## config.mk

```make
export PLATFORM = sky130hd
export DESIGN_NAME = mac_feeder
export DESIGN_NICKNAME = d
export VERILOG_FILES = /design/src/rtl/mac_feeder.sv
export SDC_FILE = /design/constraint.sdc
export NUM_CORES = 1
export LEC_CHECK = 0
export ABC_CLOCK_PERIOD_IN_PS = 1900
export BUFFER_PORTS_ARGS = -buffer_cell sky130_fd_sc_hd__buf_4
export CORE_MARGIN = 5
export CORE_UTILIZATION = 43
export DETAILED_ROUTE_END_ITERATION = 8
export PLACE_DENSITY = 0.77
export REMOVE_ABC_BUFFERS = 1
export SETUP_SLACK_MARGIN = 0.3
export SLEW_MARGIN = 20
export SYNTH_ARGS = -nofsm -noshare
export SYNTH_HDL_FRONTEND = slang
export SYNTH_SLANG_ARGS = --single-unit
```

## constraint.sdc

```tcl
create_clock -name clk -period 1.9 [get_ports clk]
set_input_delay 0.38 -clock clk [delete_from_list [all_inputs] [get_ports clk]]
set_output_delay 0.38 -clock clk [all_outputs]
set_load 0.01 [all_outputs]
```

## src/rtl/mac_feeder.sv

```systemverilog
// Dot-product sequencer: streams A/B operands from two read-latency-1 buffers
// into an external MAC and hands back the accumulated result.
module mac_feeder #(
  parameter int DATA_W = 8,
  parameter int ACC_W  = 32,
  parameter int ADDR_W = 8,
  parameter int K_MAX  = 16,
  localparam int LEN_W = $clog2(K_MAX + 1)
) (
  input  logic                     clk,
  input  logic                     rst,
  input  logic                     start_valid,
  output logic                     start_ready,
  input  logic [ADDR_W-1:0]        a_base,
  input  logic [ADDR_W-1:0]        b_base,
  input  logic [LEN_W-1:0]         len,
  output logic                     a_rd_en,
  output logic                     b_rd_en,
  output logic [ADDR_W-1:0]        a_rd_addr,
  output logic [ADDR_W-1:0]        b_rd_addr,
  input  logic signed [DATA_W-1:0] a_rd_data,
  input  logic signed [DATA_W-1:0] b_rd_data,
  output logic                     mac_en,
  output logic                     mac_clear,
  output logic signed [DATA_W-1:0] mac_a,
  output logic signed [DATA_W-1:0] mac_b,
  input  logic signed [ACC_W-1:0]  mac_acc,
  output logic                     res_valid,
  input  logic                     res_ready,
  output logic signed [ACC_W-1:0]  res_data,
  output logic                     busy
);

  typedef enum logic [2:0] {IDLE, CLEAR, FETCH, DRAIN, OUT} state_t;

  state_t              state_q, state_d;
  logic [ADDR_W-1:0]   a_base_q, b_base_q;
  logic [LEN_W-1:0]    len_q, idx_q, len_clamped;
  logic                drain_q;
  logic                mac_en_q;
  logic signed [ACC_W-1:0] res_q;

  assign len_clamped = (len > LEN_W'(K_MAX)) ? LEN_W'(K_MAX) : len;

  always_comb begin
    state_d     = state_q;
    start_ready = 1'b0;
    a_rd_en     = 1'b0;
    mac_clear   = 1'b0;
    res_valid   = 1'b0;
    case (state_q)
      IDLE: begin
        start_ready = 1'b1;
        if (start_valid) state_d = CLEAR;
      end
      CLEAR: begin
        mac_clear = 1'b1;
        state_d   = (len_q != '0) ? FETCH : DRAIN;
      end
      FETCH: begin
        a_rd_en = 1'b1;
        if (idx_q == len_q - LEN_W'(1)) state_d = DRAIN;
      end
      // first cycle carries the last mac_en, second lets the accumulator settle
      DRAIN: if (drain_q) state_d = OUT;
      OUT: begin
        res_valid = 1'b1;
        if (res_ready) state_d = IDLE;
      end
      default: state_d = IDLE;
    endcase
  end

  assign b_rd_en   = a_rd_en;
  assign a_rd_addr = a_rd_en ? a_base_q + ADDR_W'(idx_q) : '0;
  assign b_rd_addr = b_rd_en ? b_base_q + ADDR_W'(idx_q) : '0;
  assign mac_en    = mac_en_q;
  assign mac_a     = a_rd_data;
  assign mac_b     = b_rd_data;
  assign res_data  = res_q;
  assign busy      = (state_q != IDLE);

  always_ff @(posedge clk) begin
    if (rst) begin
      state_q  <= IDLE;
      a_base_q <= '0;
      b_base_q <= '0;
      len_q    <= '0;
      idx_q    <= '0;
      drain_q  <= 1'b0;
      mac_en_q <= 1'b0;
      res_q    <= '0;
    end else begin
      state_q  <= state_d;
      mac_en_q <= a_rd_en;
      case (state_q)
        IDLE: if (start_valid) begin
          a_base_q <= a_base;
          b_base_q <= b_base;
          len_q    <= len_clamped;
          idx_q    <= '0;
          drain_q  <= 1'b0;
        end
        FETCH: idx_q <= idx_q + LEN_W'(1);
        DRAIN: begin
          drain_q <= ~drain_q;
          if (drain_q) res_q <= mac_acc;
        end
        default: ;
      endcase
    end
  end

endmodule

```

== After elaboration in Yosys (flattened, before gate mapping) ==
Index checks and enable logic that the tools add are counted.
W data, S select, Z words.
Cells by class
  add/subtract/negate cells: 4
  multiply operators: 0
  div/mod/pow operators: 0
  order comparisons: 1
  eq/ne operators: 9
  shifts and indexed selects: 0
  mux-type cells: 17
  bitwise gates (word level): 1
  reductions and logical operators: 10
Operators with widths (count)
  $add A8 B5 Y8: 2
  $mux W8: 2
  $pmux W3 S5: 1
  $mux W3: 4
  $mux W5: 2
  $pmux W5 S2: 1
  $ne A2 B2 Y1 const B: 4
  $reduce_and A2 Y1: 4
  $eq A3 B2 Y1 const B: 2
  $mux W1: 6
  $add A5 B1 Y5 const B: 1
  $eq A5 B5 Y1: 1
  $gt A5 B5 Y1 const B: 1
  $reduce_bool A5 Y1: 1
  $sub A5 B1 Y5 const B: 1
  $reduce_and A4 Y1: 1
  $reduce_bool A2 Y1: 2
  $eq A3 B1 Y1 const B: 1
  $eq A3 B3 Y1 const B: 1
  $logic_not A3 Y1: 1
  $reduce_bool A3 Y1: 1
  $pmux W1 S2: 1
  $not A1 Y1: 1
Word-level totals
  register bits after elaboration: 63
  bits in latches: 0
  bits in writable memories: 0
  ROM bits: 0
  input port bits: 73
  logic and storage cells: 50
  memories: 0

== Longest topological paths before layout ==
Gate-level depths: netlist of run 1.
  depth in word-level cells: 4
  gate-level depth with buffers: 8
  gate-level depth less buffers: 6

== Least setup slack after synthesis of run 1 ==
Ideal clock, no wire load.
  path kind: reg2out
  from: register idx_q[0]
  to: output b_rd_addr[6]
  arrival: 1623 ps
  data required time: 1520 ps
  path slack: -103 ps
  cell stages (with the launch flop): 7
  cells stage by stage: dfxtp_1 ha_1 fa_1 a21o_1 a21boi_0 o21a_1 o21a_1
Between the ends
  longest elaborated chain between the ends: 2
Ends and longest elaborated chain
  start, declared: RTL line 38  | logic [LEN_W-1:0] len_q, idx_q, len_clamped;
  start signal, assigned: RTL line 104  | FETCH: idx_q <= idx_q + LEN_W'(1);
  $add A8 B5 Y8: RTL line 76  | assign b_rd_addr = b_rd_en ? b_base_q + ADDR_W'(idx_q) : '0;
  $mux W8: RTL line 76
  end, declared: RTL line 20  | output logic [ADDR_W-1:0] b_rd_addr,
Every way passes these cells.

== Final worst setup path of run 1 ==
  from: register idx_q[0]
  to: output a_rd_addr[6]
Between the ends
  longest elaborated chain between the ends: 2
Ends and longest elaborated chain
  $add A8 B5 Y8: RTL line 75  | assign a_rd_addr = a_rd_en ? a_base_q + ADDR_W'(idx_q) : '0;
  $mux W8: RTL line 75
  end, declared: RTL line 19  | output logic [ADDR_W-1:0] a_rd_addr,
Every way passes these cells.

==> impl_metrics.py, run 1 <==
metrics = {
    "critical_path": {
        "crit_arrival_ps": 1920,
        "crit_chain": "ha_4 -> fa_2 -> a21o_1 -> a21boi_2 -> nor3_1 -> o21a_1 -> buf_4",
        "cp_data_required_time_ps": 1520,
        "critPathSlowestCell": "dfxtp_2",
        "cpPeakStageDelay_ps": 350,
        "critPathKind": "reg2out",
        "start_kind": "register",
        "cp-end-kind": "output pin",
        "critical_path.max_fanout": 3,
    },
    "yosys": {
        "synth.largest_area_cell": "dfxtp_1",
        "synthTopCellsByArea": "dfxtp_1 (39%), nand2_1 (13%), a21oi_1 (9.8%)",
        "synthArstFlopShare_pct": 0,
        "synthMostInstantiatedCell": "nand2_1",
        "synth-edff-count": 0,
        "synth_cells": 414,
        "synth_top_area_share_pct": 39.2,
        "synthFlopType": "dfxtp_1",
        "synth.distinct_cells": 39,
        "syn_area_mm2": 0.00322,
        "ys.warnings.count": 0,
        "postSynthAreaPerCell_um2": 7.77,
        "ys_ff_latch": 63,
        "yosysSeqAreaShare_pct": 39.2,
        "yosys-top-cells-count": "nand2_1 (109), a21oi_1 (63), dfxtp_1 (63)",
    },
    "final_layout": {
        "finalInstanceArea_mm2": 0.00511,
        "multi_input_area_mm2": 0.00212,
        "diodes": 0,
        "final_nets": 629,
        "register_area_mm2": 0.00128,
        "nFillCells": 550,
        "syn2layout_area_growth_pct": 58.9,
        "drive_above_1_share_pct": 47.5,
    },
    "sta": {
        "skew_ps": 4.91,
        "relSlewSlack_pct": 46.7,
        "whs_ps": 283,
        "worst_slew_pin_slew_ps": 800,
        "finalHoldViolCount": 0,
        "setup_slack_ps": -398,
        "finalMaxSlewViolations": 0,
        "period_minus_slack_ps": 2300,
        "setup_viol_count_final": 18,
        "rsz0062_at_grt": "true",
        "fmax_ghz": 0.435,
        "final.period_utilization_pct": 121,
    },
    "global_routing": {
        "grt_use_total_pct": 20.1,
        "grt_pass1_wl_mm": 14.6,
        "grt_pass1_vias": 3224,
        "grt.overflow.total": 0,
        "antenna_found_initial": 0,
        "grt_max_degree": 64,
    },
    "clock_tree": {
        "clk_latency_ps": 330,
        "cts_made_buffers": 9,
        "h-tree-depth": 3,
        "root_buffer": "clkbuf_8",
        "tritoncts": "yes",
        "cts.clk_slew.worst_paths_ps": 70,
        "hold_buffers": 0,
        "clockBufferDepth": 2,
        "clock_sinks": 63,
    },
    "drt": {
        "wl_per_cell_um": 15.8,
        "wl_mm": 10.2,
        "ant_nets": 0,
        "drc": 0,
        "dr_total_vias": 3409,
        "firstDrtPassIters": 4,
        "drt_iter0_markers": 176,
        "via_per_inst": 5.28,
    },
    "power_and_ir_drop": {
        "pwr-share-seq_pct": 35.3,
        "finalPower_mw": 4.25,
        "ir_drop_uv": 494,
        "power.density_mw_per_mm2": 832,
        "power.switching_mw": 1.37,
        "swShare_pct": 32.2,
        "leakage_nw": 2.16,
        "p_int_mw": 2.88,
        "clkPwrFrac_pct": 26.9,
        "p_comb_share_pct": 37.8,
    },
    "floorplanning": {
        "num_rows": 31,
        "floorplan.initialDensity_pct": 44.4,
        "die_y_um": 96.5,
        "die_w_um": 96.5,
        "num_io_pins": 144,
        "dieArea_mm2": 0.00931,
        "coreArea_mm2": 0.00725,
    },
    "placed_design": {
        "gp_congestion": 0.820,
        "post-dp-hpwl_mm": 6.31,
        "dpl_worst_slack_ps": -224,
        "portBuffers": 111,
        "placed_area_mm2": 0.00410,
    },
    "flow_run": {
        "drv_cap": 0,
    },
    "min_path": {
        "hold_class": "in2reg",
    },
    "run_status": {
        "status": "finished with violations",
        "violations": "setup timing",
    },
}
final timing paths:
kind	startpoint	end	slack [ps]	cells after the start
setup / recovery	idx_q[0]	a_rd_addr[6]	-400	7
hold / removal	mac_acc[26]	res_data[26]	280	3
setup reg to reg	state_q[0]	idx_q[2]	160	9
hold reg to reg	res_data[23]	res_data[23]	460	2
critical path: cells and delay by family, from the launching register on:
family	cells	cell delay, ps
adder cells (fa/ha/maj)	2	500
AND/OR/NAND/NOR	1	60
flip-flops	1	350
buffers and inverters	1	140
AO/OA/AOI/OAI	3	530
per-stage QoR:
step / cells / TNS (ps) / utilization, %
after CTS: 627 / -3920 / 62.6
after global placement: 604 / -552 / 56.5
after global routing: 646 / -6190 / 70.5
after detailed placement: 604 / -788 / 56.5
after floorplan: 371 / -2810 / -
final: 646 / -4920 / 70.5
repair_timing:
action,in CTS,in global routing
pin swaps,22,52
cloned,0,1
setup buffers,7,18
resized for setup,49,95
endpoints found under the setup margin,26,26
state kept, by name (all words and copies together), names as in the netlist:
name,count
res_data,32
a_base_q,8
b_base_q,8
idx_q,5
len_q,5
state_q,3
drain_q,1
mac_en,1
logic make-up (layout without fill, tap and decap cells):
group           Yosys count  after routing  share of synthesized area [%]
compound gates           94             94                           17.0
fa+ha+maj                14             14                           5.91
simple gates            180            180                           25.5
xor+xnor                 13             13                           3.54
flops                    63             63                           39.2
buf+inv                  50            183                           8.83
layout make-up:
type,instances,share of cell area [%]
inverters,7,0.661
multi-input cells,301,41.4
flip-flops and latches,63,25.0
clock inverters,4,0.881
repair buffers,160,26.8
clock buffers,12,2.84
well taps,99,2.42
power groups by stage:
stage          combinational (mW)  clock (mW)  sequential (mW)
6_report                     1.61        1.14             1.50
5_1_grt                      1.72        1.24             1.51
4_1_cts                      1.07        1.18             1.49
3_5_place_dp                0.973           0             1.50
3_3_place_gp                0.952           0             1.50
2_1_floorplan               0.475           0             1.52
layer usage:
layer | GRT usage [%] | vias to the layer above | wire length [um]
met5 | 0 | - | 0
met4 | 7.13 | 0 | 188
met3 | 11.4 | 17 | 1240
met2 | 31.3 | 160 | 4870
met1 | 23.1 | 1594 | 3920
li1 | - | 1638 | -
cell usage in the layout, fill, tap and decap left out, drive strengths merged, types with 6 or more instances in the layout:
cell type  netlist  layout
nor2            22      22
xnor2            7       7
xor2             6       6
nand3b           9       9
dfxtp           63      63
inv              7       7
buf             28     159
nor3             6       6
nand2          109     109
ha              12      12
a21oi           63      63
clkbuf          15      13
nand3           10      10
Note: power is estimated with default switching activity, not from simulation.
==> inputs of run 2 (changes only) <==
--- a/config.mk
+++ b/config.mk
@@ -11,7 +11,6 @@
 export CORE_UTILIZATION = 43
 export DETAILED_ROUTE_END_ITERATION = 8
 export PLACE_DENSITY = 0.77
-export REMOVE_ABC_BUFFERS = 1
 export SETUP_SLACK_MARGIN = 0.3
 export SLEW_MARGIN = 20
 export SYNTH_ARGS = -nofsm -noshare
==> impl_metrics.py, run 2 (synthesized netlist as in run 1, its figures left out) <==
metrics = {
    "final_layout": {
        "final_cell_mix": "buf_4 (127), nand2_1 (85), dfxtp_1 (51), a21oi_1 (33), buf_6 (33)",
        "finalInstanceArea_mm2": 0.00540,
        "final_cell_count_no_fill": 658,
        "final_common_cell": "buf_4",
        "final_nets": 641,
        "largest_reg_flops": 32,
        "syn2layout_area_growth_pct": 67.8,
        "drive_above_1_share_pct": 53.8,
        "diodes": 0,
        "nFillCells": 492,
        "utilization_pct": 74.4,
    },
    "power_and_ir_drop": {
        "power.density_mw_per_mm2": 825,
        "leakage_nw": 2.23,
        "ir_drop_uv": 436,
    },
    "sta": {
        "final.period_utilization_pct": 125,
        "worst_slew_pin_slew_ps": 834,
        "setup_viol_count_final": 18,
        "rsz0062_at_grt": "true",
        "setup_slack_ps": -480,
        "skew_ps": 12.4,
        "period_minus_slack_ps": 2380,
        "relSlewSlack_pct": 44.4,
        "finalHoldViolCount": 0,
        "fmax_ghz": 0.420,
        "tns_ps": -5250,
        "finalMaxSlewViolations": 0,
    },
    "drt": {
        "drc": 0,
        "drt_iter0_markers": 120,
        "ant_nets": 0,
        "via_per_inst": 5.29,
        "wl_per_cell_um": 16.9,
        "wl_mm": 11.1,
        "firstDrtPassIters": 6,
        "dr_total_vias": 3478,
    },
    "global_routing": {
        "grt_pass1_vias": 3461,
        "grt_max_degree": 64,
        "grt.overflow.total": 0,
        "grt_pass1_wl_mm": 16.1,
        "antenna_found_initial": 0,
        "grt_use_total_pct": 22.5,
    },
    "flow_run": {
        "drv_cap": 0,
    },
    "clock_tree": {
        "cts.clk_slew.worst_paths_ps": 80,
        "cts_made_buffers": 9,
        "clockBufferDepth": 2,
        "clock_sinks": 63,
        "clk_latency_ps": 350,
        "root_buffer": "clkbuf_8",
        "tritoncts": "yes",
        "h-tree-depth": 3,
        "hold_buffers": 0,
    },
    "placed_design": {
        "place_inst": 607,
        "post-dp-hpwl_mm": 6.65,
        "gp_congestion": 0.863,
        "portBuffers": 111,
        "placed_area_mm2": 0.00423,
        "dpl_worst_slack_ps": -89.2,
    },
    "critical_path": {
        "worst-path-stages": 7,
        "start_kind": "register",
        "r2r_end": "idx_q[0]",
        "crit_end": "b_rd_addr[6]",
        "critPathSlowestCell": "fa_2",
        "crit_arrival_ps": 2000,
        "cp_data_required_time_ps": 1520,
        "critPathKind": "reg2out",
        "critical_path.max_fanout": 3,
        "reg2reg_depth": 11,
        "cpMostUsedCell": "o21a_1",
        "crit_chain": "ha_4 -> fa_2 -> a21o_1 -> a21boi_2 -> o21a_1 -> o21a_1 -> buf_6",
        "critPathTopFamily": "compound AO/OA/AOI/OAI gates",
        "cp-end-kind": "output pin",
        "reg2reg_slack_ps": 30,
        "cpPeakStageDelay_ps": 380,
        "reg2reg_from": "state_q[2]",
        "startpoint": "idx_q[0]",
        "crit_buf_inv": 1,
    },
    "floorplanning": {
        "die_w_um": 96.5,
        "num_io_pins": 144,
        "die_y_um": 96.5,
        "floorplan.initialDensity_pct": 44.4,
        "coreArea_mm2": 0.00725,
        "num_rows": 31,
        "dieArea_mm2": 0.00931,
    },
    "yosys": {
        "syn-num-nets": 501,
    },
    "run_status": {
        "violations": "setup timing",
        "status": "finished with violations",
    },
    "min_path": {
        "hold_class": "in2reg",
    },
}
## run 2: worst min-delay path by stage
stage / start / end / slack [ps] / depth (start not counted)
floorplan: a_base_q[2] / a_base_q[2] / 440 / 2
global placement: res_data[23] / res_data[23] / 440 / 2
detailed placement: res_data[29] / res_data[29] / 450 / 2
CTS: a_base[6] / a_base_q[6] / 260 / 3
global route: mac_acc[13] / res_data[13] / 260 / 3
finish: b_base[6] / b_base_q[6] / 270 / 3
## run 2: stage by stage
stage          total power, mW  hold slack, ps
6_report                  4.46             267
4_1_cts                   4.22             259
3_3_place_gp              2.53             442
3_5_place_dp              2.57             447
2_1_floorplan             2.19             441
5_1_grt                   4.64             260
## run 2: timing repair
item | CTS | global route
resized for setup | 102 | 62
endpoints found under the setup margin | 43 | 83
pin swaps | 39 | 28
gates cloned | 3 | 3
buffers inserted | 20 | 9
## run 2: per-layer routing
metal	track usage [%]	wire length [um]	up-vias
met5	0	0	-
met4	12.6	360	0
met3	8.13	914	37
met2	39.8	5720	135
met1	22.8	4120	1638
li1	-	-	1668
## run 2: layout make-up
type	instances	area [um^2]	area share, %
inverters	7	36.3	0.672
flip-flops and latches	63	1290	23.9
well taps	99	124	2.29
clock inverters	6	58.8	1.09
clock buffers	10	138	2.55
repair buffers	172	1570	29.0
multi-input cells	301	2190	40.5
## run 2: power by group
| part | total [mW] | switching (mW) | internal (mW) |
|---|---|---|---|
| combinational | 1.75 | 0.822 | 0.928 |
| sequential | 1.52 | 0.104 | 1.41 |
| clock | 1.19 | 0.554 | 0.635 |
## run 2: worst min-delay path, cell delays in order
cell	delay [ps]
buf_4	110
nand2_2	40
a21oi_1	40
==> inputs of run 3 (changes only) <==
==> constraint.sdc (replaced) <==
create_clock -name clk -period 1.9 [get_ports clk]
set_input_delay 0.38 -clock clk [delete_from_list [all_inputs] [get_ports clk]]
set_output_delay 0.38 -clock clk [all_outputs]
set_load 0.02 [all_outputs]
==> impl_metrics.py, run 3 (synthesized netlist as in run 1, its figures left out) <==
metrics = {
    "run_status": {
        "status": "finished with violations",
        "violations": "setup timing",
    },
    "global_routing": {
        "grt_pass1_vias": 3264,
        "grt_use_total_pct": 20.6,
        "grt.overflow.total": 0,
        "grt_max_degree": 38,
        "grt_pass1_wl_mm": 15.0,
        "antenna_found_initial": 0,
    },
    "drt": {
        "ant_nets": 0,
        "drt_iter0_markers": 131,
        "wl_mm": 10.2,
        "drc": 0,
        "firstDrtPassIters": 6,
        "wl_per_cell_um": 15.7,
        "dr_total_vias": 3391,
        "via_per_inst": 5.19,
    },
    "yosys": {
        "syn-num-nets": 501,
    },
    "clock_tree": {
        "h-tree-depth": 3,
        "tritoncts": "yes",
        "cts.clk_slew.worst_paths_ps": 70,
        "clock_sinks": 63,
        "clockBufferDepth": 2,
        "clk_latency_ps": 330,
        "root_buffer": "clkbuf_8",
        "cts_made_buffers": 9,
    },
    "placed_design": {
        "gp_congestion": 0.896,
        "post-dp-hpwl_mm": 6.71,
        "placed_area_mm2": 0.00434,
        "portBuffers": 111,
    },
    "final_layout": {
        "nFillCells": 514,
        "utilization_pct": 72.4,
        "largest_reg_flops": 32,
        "finalInstanceArea_mm2": 0.00525,
        "syn2layout_area_growth_pct": 63.2,
        "final_nets": 636,
        "drive_above_1_share_pct": 47.8,
        "diodes": 0,
        "final_common_cell": "buf_4",
        "final_cell_mix": "buf_4 (132), nand2_1 (108), a21oi_1 (59), dfxtp_1 (49), buf_6 (28)",
    },
    "flow_run": {
        "drv_cap": 0,
    },
    "sta": {
        "worst_slew_pin_slew_ps": 433,
        "tns_ps": -4930,
        "period_minus_slack_ps": 2390,
        "skew_ps": 8.06,
        "setup_slack_ps": -493,
        "final.period_utilization_pct": 126,
        "setup_viol_count_final": 18,
        "rsz0062_at_grt": "true",
        "finalMaxSlewViolations": 0,
        "relSlewSlack_pct": 71.2,
        "whs_ps": 289,
        "finalHoldViolCount": 0,
        "fmax_ghz": 0.418,
    },
    "floorplanning": {
        "dieArea_mm2": 0.00931,
        "num_rows": 31,
        "floorplan.initialDensity_pct": 44.4,
        "die_w_um": 96.5,
        "die_y_um": 96.5,
        "coreArea_mm2": 0.00725,
        "num_io_pins": 144,
    },
    "power_and_ir_drop": {
        "finalPower_mw": 4.38,
        "power.switching_mw": 1.44,
        "p_comb_share_pct": 37.6,
        "p_int_mw": 2.93,
        "pwr-share-seq_pct": 34.7,
        "power.density_mw_per_mm2": 834,
        "ir_drop_uv": 540,
        "swShare_pct": 33.0,
        "leakage_nw": 2.16,
        "clkPwrFrac_pct": 27.7,
    },
    "critical_path": {
        "cpPeakStageDelay_ps": 370,
        "start_kind": "register",
        "cp_data_required_time_ps": 1520,
        "critPathTopFamily": "compound AO/OA/AOI/OAI gates",
        "reg2reg_slack_ps": 310,
        "cp-end-kind": "output pin",
        "crit_buf_inv": 1,
        "critPathSlowestCell": "dfxtp_4",
        "critical_path.max_fanout": 3,
        "critPathKind": "reg2out",
        "crit_arrival_ps": 2010,
        "crit_chain": "ha_4 -> fa_2 -> a21o_1 -> a21boi_2 -> nor3_1 -> o21a_2 -> buf_4",
    },
    "min_path": {
        "hold_class": "in2reg",
    },
}
run 3: final cells by class:
type	count	area, um^2	share of cell area, %
multi-input cells	301	2150	40.9
repair buffers	167	1440	27.5
flip-flops and latches	63	1290	24.6
clock buffers	11	153	2.91
well taps	99	124	2.36
clock inverters	5	55.1	1.05
inverters	7	37.5	0.715
run 3: through the flow:
stage	instances	setup slack [ps]
final	653	-493
after global routing	653	-566
after CTS	642	-444
after detailed placement	612	-93.6
after global placement	612	-64.6
after floorplan	414	42.1
run 3: power groups by stage:
stage               clock network, mW  registers (mW)  logic (mW)
floorplan                           0            1.51       0.790
global placement                    0            1.51        1.11
detailed placement                  0            1.52        1.13
CTS                              1.24            1.50        1.40
global route                     1.30            1.53        1.76
finish                           1.21            1.52        1.65
run 3: worst min-delay path: cells and delay by family:
family	cells	cell delay [ps]
simple gates	1	40
buf+inv	1	110
compound gates	1	50
run 3: repair_timing:
action / CTS / global route
setup endpoints to repair: 25 / 26
gates cloned: 1 / 1
hold buffers: 0 / 0
buffers inserted: 13 / 10
pin swaps: 17 / 24
resized for setup: 58 / 49
run 3: path summary, 6_finish.rpt:
check	start	end	cells past startpoint
max reg2reg	state_q[2]	idx_q[3]	6
max	idx_q[0]	b_rd_addr[6]	7
min reg2reg	res_data[9]	res_data[9]	2
min	mac_acc[22]	res_data[22]	3
run 3: metal layers:
metal	vias up	share of wire (%)	track usage, %
li1	1648	-	-
met5	-	0	0
met3	19	8.3	7.75
met2	128	51	37.2
met1	1596	38	22.2
met4	0	2.1	6.66
